`src/rtl/vend_ctrl.sv`:
```
// rtl/vend_ctrl.sv - multi-slot vending controller with credit, per-slot stock and change payout
//
// Purpose: accepts half-dollar / one-dollar coins into a bounded credit register,
// vends from one of SLOTS stocked slots, pays change or refunds one half-dollar
// per cycle.
//
// Ports:
//   clk, reset            clock, asynchronous active-low reset
//   one_dollar            coin strobe, 2 units
//   half_dollar           coin strobe, 1 unit
//   sel_valid, sel_slot   selection request and requested slot
//   cancel                refund request
//   restock, restock_slot refill strobe and slot to refill
//   dispense              vend pulse (state VEND)
//   dispense_slot         slot being vended
//   half_out              one half-dollar of change/refund per high cycle
//   collect               transaction-complete pulse after a vend
//   coin_return           rejected-coin pulse (registered)
//   sel_err               rejected-selection pulse (registered)
//   credit                current credit in half-dollar units
//   busy                  high outside ACCEPT
//   sold_out              bit i high when slot i is empty
module vend_ctrl #(
  parameter int PRICE      = 5,
  parameter int MAX_CREDIT = 8,
  parameter int SLOTS      = 4,
  parameter int STOCK_MAX  = 3,
  localparam int SW  = (SLOTS > 1) ? $clog2(SLOTS) : 1,
  localparam int STW = $clog2(STOCK_MAX + 1),
  localparam int CW  = $clog2(MAX_CREDIT + 1)
) (
  input  logic             clk,
  input  logic             reset,
  input  logic             one_dollar,
  input  logic             half_dollar,
  input  logic             sel_valid,
  input  logic [SW-1:0]    sel_slot,
  input  logic             cancel,
  input  logic             restock,
  input  logic [SW-1:0]    restock_slot,
  output logic             dispense,
  output logic [SW-1:0]    dispense_slot,
  output logic             half_out,
  output logic             collect,
  output logic             coin_return,
  output logic             sel_err,
  output logic [CW-1:0]    credit,
  output logic             busy,
  output logic [SLOTS-1:0] sold_out
);

  typedef enum logic [2:0] {
    S_ACCEPT = 3'd0,
    S_VEND   = 3'd1,
    S_CHANGE = 3'd2,
    S_DONE   = 3'd3,
    S_REFUND = 3'd4
  } state_t;

  state_t          state_q, state_d;
  logic [CW-1:0]   credit_q, credit_d;
  logic [SW-1:0]   disp_slot_q, disp_slot_d;
  logic            coin_return_q, coin_return_d;
  logic            sel_err_q, sel_err_d;
  logic [STW-1:0]  stock_q [SLOTS];
  logic [STW-1:0]  stock_d [SLOTS];

  // Combinational helpers
  logic            coin_any;
  logic [CW:0]     coin_sum;     // one extra bit so overflow past MAX_CREDIT is visible
  logic            sel_in_stock;
  logic            cancel_acc;
  logic            sel_acc;

  always_comb begin
    state_d       = state_q;
    credit_d      = credit_q;
    disp_slot_d   = disp_slot_q;
    stock_d       = stock_q;
    coin_return_d = 1'b0;
    sel_err_d     = 1'b0;
    cancel_acc    = 1'b0;
    sel_acc       = 1'b0;
    sel_in_stock  = 1'b0;

    coin_any = one_dollar | half_dollar;
    coin_sum = {1'b0, credit_q} + (CW+1)'({one_dollar, half_dollar});

    // Matching against each real slot index also rejects out-of-range requests
    for (int i = 0; i < SLOTS; i++) begin
      if (sel_slot == SW'(i) && stock_q[i] != '0) sel_in_stock = 1'b1;
    end

    case (state_q)
      S_ACCEPT: begin
        if (cancel && credit_q != '0) begin
          cancel_acc = 1'b1;
          state_d    = S_REFUND;
        end else if (sel_valid) begin
          if (sel_in_stock && credit_q >= CW'(PRICE)) begin
            sel_acc     = 1'b1;
            state_d     = S_VEND;
            disp_slot_d = sel_slot;
          end else begin
            sel_err_d = 1'b1;
          end
        end
      end
      S_VEND: begin
        credit_d = credit_q - CW'(PRICE);
        for (int i = 0; i < SLOTS; i++) begin
          if (disp_slot_q == SW'(i) && stock_q[i] != '0) stock_d[i] = stock_q[i] - STW'(1);
        end
        state_d = (credit_q != CW'(PRICE)) ? S_CHANGE : S_DONE;
      end
      S_CHANGE: begin
        credit_d = (credit_q != '0) ? credit_q - CW'(1) : '0;
        if (credit_q <= CW'(1)) state_d = S_DONE;
      end
      S_DONE: begin
        state_d = S_ACCEPT;
      end
      S_REFUND: begin
        credit_d = (credit_q != '0) ? credit_q - CW'(1) : '0;
        if (credit_q <= CW'(1)) state_d = S_ACCEPT;
      end
      default: begin
        state_d = S_ACCEPT;
      end
    endcase

    // Coins land only when nothing else claimed the cycle; any strobe otherwise bounces
    if (coin_any) begin
      if (state_q == S_ACCEPT && !cancel_acc && !sel_acc &&
          coin_sum <= (CW+1)'(MAX_CREDIT)) begin
        credit_d = coin_sum[CW-1:0];
      end else begin
        coin_return_d = 1'b1;
      end
    end

    // Restock is applied last so it overrides a same-cycle vend decrement
    if (restock) begin
      for (int i = 0; i < SLOTS; i++) begin
        if (restock_slot == SW'(i)) stock_d[i] = STW'(STOCK_MAX);
      end
    end
  end

  always_ff @(posedge clk or negedge reset) begin
    if (!reset) begin
      state_q       <= S_ACCEPT;
      credit_q      <= '0;
      disp_slot_q   <= '0;
      coin_return_q <= 1'b0;
      sel_err_q     <= 1'b0;
      for (int i = 0; i < SLOTS; i++) stock_q[i] <= STW'(STOCK_MAX);
    end else begin
      state_q       <= state_d;
      credit_q      <= credit_d;
      disp_slot_q   <= disp_slot_d;
      coin_return_q <= coin_return_d;
      sel_err_q     <= sel_err_d;
      stock_q       <= stock_d;
    end
  end

  always_comb begin
    for (int i = 0; i < SLOTS; i++) sold_out[i] = (stock_q[i] == '0);
  end

  assign dispense      = (state_q == S_VEND);
  assign half_out      = (state_q == S_CHANGE) || (state_q == S_REFUND);
  assign collect       = (state_q == S_DONE);
  assign busy          = (state_q != S_ACCEPT);
  assign dispense_slot = disp_slot_q;
  assign credit        = credit_q;
  assign coin_return   = coin_return_q;
  assign sel_err       = sel_err_q;

endmodule

```
`config.mk`:
```
export PLATFORM = sky130hd
export DESIGN_NAME = vend_ctrl
export DESIGN_NICKNAME = d
export VERILOG_FILES = /design/src/rtl/vend_ctrl.sv
export SDC_FILE = /design/constraint.sdc
export NUM_CORES = 1
export LEC_CHECK = 0
export ABC_CLOCK_PERIOD_IN_PS = 7000
export BUFFER_PORTS_ARGS = -buffer_cell sky130_fd_sc_hd__buf_2
export CAP_MARGIN = 20
export CORE_ASPECT_RATIO = 2
export CORE_MARGIN = 1
export CORE_UTILIZATION = 40
export DETAILED_ROUTE_END_ITERATION = 16
export PLACE_DENSITY = 0.64
export REMOVE_ABC_BUFFERS = 1
export SLEW_MARGIN = 10
export SYNTH_ARGS = -nofsm -noshare
export SYNTH_HDL_FRONTEND = slang
export SYNTH_SLANG_ARGS = --single-unit
```
`constraint.sdc`:
```
create_clock -name clk -period 7 [get_ports clk]
set_input_delay 1.05 -clock clk [delete_from_list [all_inputs] [get_ports clk]]
set_output_delay 1.05 -clock clk [all_outputs]
set_load 0.05 [all_outputs]
```
==> results of run 1 <==
-- tightest hold or removal path, delay by kind of cell, from the launching register on --
| family | cells | cell delay [ns] |
|---|---|---|
| compound gates | 1 | 0.08 |
| flops | 1 | 0.37 |
| simple gates | 1 | 0.05 |
-- routing by layer --
layer,track usage,vias up
li1,-,549
met1,0.2051,549
met2,0.3416,31
met3,0.01948,9
met4,0.09943,0
met5,0,-
-- cells in the final DEF (no fill, tap or decap), types with 2 or more instances in the layout --
cell / n
buf_2: 26
nand2_1: 16
nor2_1: 13
inv_1: 12
dfrtp_1: 11
ha_1: 9
dfstp_2: 8
xnor2_1: 7
o21ai_0: 6
a21oi_1: 6
a211oi_1: 4
nor3_1: 4
mux2_1: 4
nand2b_1: 3
nand3_1: 3
o211ai_1: 3
clkbuf_8: 3
or3b_2: 2
a31oi_1: 2
nand3b_1: 2
mux2_2: 2
-- registers in the layout, summed over array words and instances (netlist names) --
signal / cells
sel_err: 1
stock_q: 8
state_q: 3
dispense_slot: 2
coin_return: 1
credit: 4
-- power groups by stage --
stage          sequential (uW)  combinational (uW)  clock [uW]
2_1_floorplan              295                 316           0
3_3_place_gp               238                 468           0
3_5_place_dp               242                 485           0
4_1_cts                    240                 485        79.4
5_1_grt                    252                 532        84.1
6_report                   240                 483        76.3
-- cell families (layout without fill, tap and decap cells) --
group                    after synthesis  in the layout  share of synthesized area
XOR/XNOR                               8              8                    0.05249
flip-flops                            19             19                     0.3636
multiplexers                           7              7                    0.06747
adder cells (fa/ha/maj)               10             10                    0.09935
AND/OR/NAND/NOR                       50             50                     0.1921
buffers and inverters                 19             43                    0.06559
AO/OA/AOI/OAI                         30             30                     0.1593
-- synthesized netlist by cell type, drive strengths merged (2+ instances only) --
library cell and instances:
a21oi 7, inv 13, o21ai 6, dfstp 8, a31oi 2, nor3 4
nand2 16, nand3 3, mux2 6, ha 9, xnor2 7, o211ai 3
nand3b 2, nand2b 3, a211oi 4, o22a 2, or3b 3, dfrtp 11
buf 3, nor2 13, clkbuf 3
-- final timing paths --
check	end	cells past startpoint
hold / removal	stock_q[1]	2
min in group asynchronous	dispense_slot[1]	1
setup / recovery	credit[1]	7
hold reg to reg	stock_q[1]	2
max in group asynchronous	stock_q[6]	1
setup reg to reg	credit[1]	6
-- layout make-up --
| type | count | area, um2 | share of cell area |
|---|---|---|---|
| multi-input combinational | 105 | 762.0 | 0.5041 |
| sequential | 19 | 485.5 | 0.3212 |
| timing repair buffer | 26 | 130.1 | 0.08609 |
| inverter | 13 | 48.80 | 0.03228 |
| clock buffer | 3 | 41.29 | 0.02732 |
| tap | 31 | 38.79 | 0.02566 |
| clock inverter | 1 | 5.005 | 0.003311 |
-- through the flow --
step	cell area [um2]	hold WS (ns)	utilization	total power [uW]	instances
finish	1511	0.5041	0.4788	799.6	198
global route	1511	0.5197	0.4788	867.9	198
CTS	1511	0.5031	0.4788	804.6	198
detailed placement	1465	0.4921	0.4641	726.9	194
global placement	1465	0.4879	0.4641	705.2	194
floorplan	1296	0.4789	-	611.1	137
==> out/metrics.yaml, run 1 <==
antenna_found_initial: 0
place_ws_ns: 3.730
nets: 189
post_cts_resized: 0
crit_path_max_fanout: 4
drc: 0
crit_buf_inv: 1
dpl.hpwl_mm: 2.340
layout-drive-gt1-share: 0.2934
cpPeakStageDelay_ns: 0.48
p_sw_uw: 413.6
start_kind: "input port"
clk_latency_ns: 0.26
grt_pass1_vias: 1139
rrSetupSlack_ns: 4.40
pin_count: 27
critPathTopFamily: "compound AO/OA/AOI/OAI gates"
arrival_ns: 3.14
cts-buffers-inserted: 3
dr.max_layer_used: "met4"
yosysWarnings: 0
fin_skew_ns: 0.004388
ir_drop_uv: 306.3
dr.pass1.iters: 4
slew_headroom: 0.4532
rr_startpoint: "credit[0]"
die_x_um: 42.85
wl_met2_mm: 1.635
setup_viol: 0
synth-main-ff-cell: "dfrtp_1"
grt_max_degree: 20
antenna_left: 0
wire_per_inst_um: 14.92
path_class: "in -> reg"
outcome: "finished clean"
start_util: 0.4229
hold_start: "stock_q[1]"
vias_per_cell: 5.747
synth_area_um2: 1335
grt_usage: 0.1894
hold_path.class: "reg -> reg"
overflow: 0
cp.required_ns: 7.14
clkPwrFrac: 0.095
setup_ws_ns: 3.997
place.gp.congestion: 0.7664
cts_setup_buffers: 0
seq_area_frac_synth: 0.3636
p_leak_uw: 0.0007531
synthCells: 143
core-area_um2: 3157
finalSetupTns_ns: 0
worst_pin_slew_ns: 0.8184
synthArstFlopShare: 1.000
cts_buffer_depth: 2
endpoint_kind: "flop"
syn_avg_cell_area_um2: 9.336
power_frac_comb: 0.604
m1WireLength_mm: 1.103
hold_viol: 0
wl_met3_um: 94
die_h_um: 83.70
port_buffers: 26
areaGrowthSynthToFinish_pct: 13.21
cts_root_buffer: "clkbuf_8"
diodes: 0
std_cell_rows: 29
max_clock_freq_mhz: 333.0
slowest_stage: "fa_1"
fillers: 310
cts_tree: "built"
synth_edf_count: 0
yosys-top-cells-area: "dfrtp_1 21%, dfstp_2 16%, ha_1 8.4%, xnor2_1 4.6%, nand2_1 4.5%"
report.final.slew_viol_count: 0
share_seq_of_total_power: 0.300
die-area_um2: 3587
drtIter0Drc: 30
p_sw_frac: 0.5172
grt_pass1_wl_mm: 5.154
setup.worst_path.start: "half_dollar"
yosys.cell_types.count: 42
htree_levels: 1
p_per_area_nw_per_um2: 529.0
rsz0062_at_grt: "false"
path_cells: "buf_2 -> ha_1 -> fa_1 -> o311a_1 -> o22a_2 -> a2111o_1 -> mux2_1"
vias: 1138
fin_crit_ns: 3.003
timing.final.crit_share: 0.4290
ys_ff_latch: 19
cts_hold_buf: 0
cts_sinks: 19
synth_top_area_frac: 0.2062
drv_cap: 0
clk_pin_slew_ns: 0.07
yosysTopAreaCell: "dfrtp_1"
drt_wl_total_mm: 2.954
intPower_uw: 386.0
Note: power is estimated with default switching activity, not from simulation.
==> run 2, diff against run 1 <==
--- a/config.mk
+++ b/config.mk
@@ -5,14 +5,14 @@
 export SDC_FILE = /design/constraint.sdc
 export NUM_CORES = 1
 export LEC_CHECK = 0
-export ABC_CLOCK_PERIOD_IN_PS = 7000
+export ABC_CLOCK_PERIOD_IN_PS = 2650
 export BUFFER_PORTS_ARGS = -buffer_cell sky130_fd_sc_hd__buf_2
 export CAP_MARGIN = 20
 export CORE_ASPECT_RATIO = 2
 export CORE_MARGIN = 1
 export CORE_UTILIZATION = 40
 export DETAILED_ROUTE_END_ITERATION = 16
-export PLACE_DENSITY = 0.64
+export PLACE_DENSITY = 0.67
 export REMOVE_ABC_BUFFERS = 1
 export SLEW_MARGIN = 10
 export SYNTH_ARGS = -nofsm -noshare
==> constraint.sdc (replaced) <==
create_clock -name clk -period 2.65 [get_ports clk]
set_input_delay 0.3975 -clock clk [delete_from_list [all_inputs] [get_ports clk]]
set_output_delay 0.3975 -clock clk [all_outputs]
set_load 0.05 [all_outputs]
==> run 2 against run 1 <==
Wire length down 0.34%. Largest power group unchanged. Sequential share of layout area down 0.45 points. Register-to-register slack worse by 4.3 ns. Worst setup slack worse by 3.9 ns. Critical endpoint is now credit[0]. Clock skew down 0.0018 ns.
==> out/metrics.yaml, run 2 (synthesis results as in run 1) <==
cts_hold_buf: 0
timing.final.crit_share: 0.9475
start_kind: "flop"
arrival_ns: 2.65
crit_path_max_fanout: 4
r2r_end: "credit[0]"
cts_tree: "built"
slew_headroom: 0.5116
vias: 1145
setup_viol: 0
drc: 0
std_cell_rows: 29
cts_setup_buffers: 0
worst_pin_slew_ns: 0.7310
rrSetupSlack_ns: 0.14
cpPeakStageDelay_ns: 0.48
final_common_cell: "buf_2"
p_leak_uw: 0.0007644
drtIter0Drc: 29
busiest_layer: "met2"
cts-buffers-inserted: 3
vias_per_cell: 5.697
crit_buf_inv: 0
max_clock_freq_mhz: 398.3
drt_wl_total_mm: 2.944
port_buffers: 26
rsz0062_at_grt: "false"
core-area_um2: 3157
die_x_um: 42.85
overflow: 0
design_area_um2: 1533
grt_pass1_vias: 1157
cp.required_ns: 2.79
antenna_found_initial: 0
drv_cap: 0
nets: 192
power.total_uw: 2146
placed_area_um2: 1488
wire_per_inst_um: 14.65
fin_crit_ns: 2.511
dpl.hpwl_mm: 2.385
reg2regPathDepth: 6
cts_buffer_depth: 2
die_h_um: 83.70
fin_skew_ns: 0.002575
use_met2: 0.3485
largest_reg_flops: 8
rr_startpoint: "credit[0]"
p_per_area_nw_per_um2: 1400
cts_sinks: 19
ir_drop_uv: 731.0
post_cts_resized: 0
grt_max_degree: 20
final_cell_mix: "26 x buf_2, 16 x nand2_1, 13 x nor2_1"
endpoint_kind: "flop"
cts_root_buffer: "clkbuf_8"
start_util: 0.4229
diodes: 0
dr.pass1.iters: 4
finalSetupTns_ns: 0
grt_pass1_wl_mm: 4.995
path_cells: "ha_1 -> fa_1 -> o311a_1 -> o22a_2 -> a2111o_1 -> mux2_1"
place.gp.congestion: 0.7891
grt_usage: 0.1814
hold_path.class: "in -> async"
htree_levels: 1
clk_latency_ns: 0.26
antenna_left: 0
pin_count: 27
critPathTopFamily: "compound AO/OA/AOI/OAI gates"
hold_viol: 0
clk_pin_slew_ns: 0.07
outcome: "finished clean"
use_met3: 0.02597
path_class: "reg -> reg"
die-area_um2: 3587
top_register: "stock_q"
layout-drive-gt1-share: 0.3000
slowest_stage: "fa_1"
use_met1: 0.1789
report.final.slew_viol_count: 0
final_util: 0.4855
areaGrowthSynthToFinish_pct: 14.81
[run 2: changes by cell type in the layout (fill, tap and decap cells not counted)]
cell,delta
clkbuf_1,+1
clkinv_2,-1
buf_4,+3
[run 2: how the worst max path moves through the flow]
stage / endpoint / startpoint / slack [ns] / cells past startpoint
2_1_floorplan: credit[3] / credit[0] / -0.09 / 6
3_3_place_gp: credit[0] / half_dollar / 0.08 / 7
3_5_place_dp: credit[0] / half_dollar / -0.005 / 7
4_1_cts: credit[0] / credit[0] / 0.13 / 6
5_1_grt: credit[0] / credit[0] / 0.08 / 6
6_report: credit[0] / credit[0] / 0.14 / 6
[run 2: metrics by stage]
step / hold slack (ns) / instances / setup slack (ns)
floorplan: 0.1019 / 137 / -0.08569
global placement: 0.3534 / 197 / 0.08165
detailed placement: 0.3594 / 197 / -0.004978
CTS: 0.07943 / 201 / 0.1349
global route: 0.09658 / 201 / 0.07691
finish: 0.06444 / 201 / 0.1392
[run 2: power by group]
part	switching (uW)	leakage (uW)	total [uW]	internal (uW)
sequential	136	0.000218	590	454
clock	94.1	0.0000228	201	107
combinational	859	0.000523	1350	495
[run 2: worst reg2reg max path, stage by stage, from the launching register on]
cell and delay, ns:
dfrtp_1 0.38, ha_1 0.21, fa_1 0.48, o311a_1 0.36, o22a_2 0.23, a2111o_1 0.38
mux2_1 0.35
[run 2: final cells by class]
class	instances	area (um2)
fillers	316	1624
clock buffers	4	45.04
inverters	13	48.80
repair buffers	29	152.6
multi-input cells	105	762.0
well taps	31	38.79
flip-flops and latches	19	485.5
[run 2: routing by layer]
layer	share of wire	wire (um)
met5	0	0
met4	0.018	52
met3	0.034	101
met2	0.58	1721
met1	0.36	1069
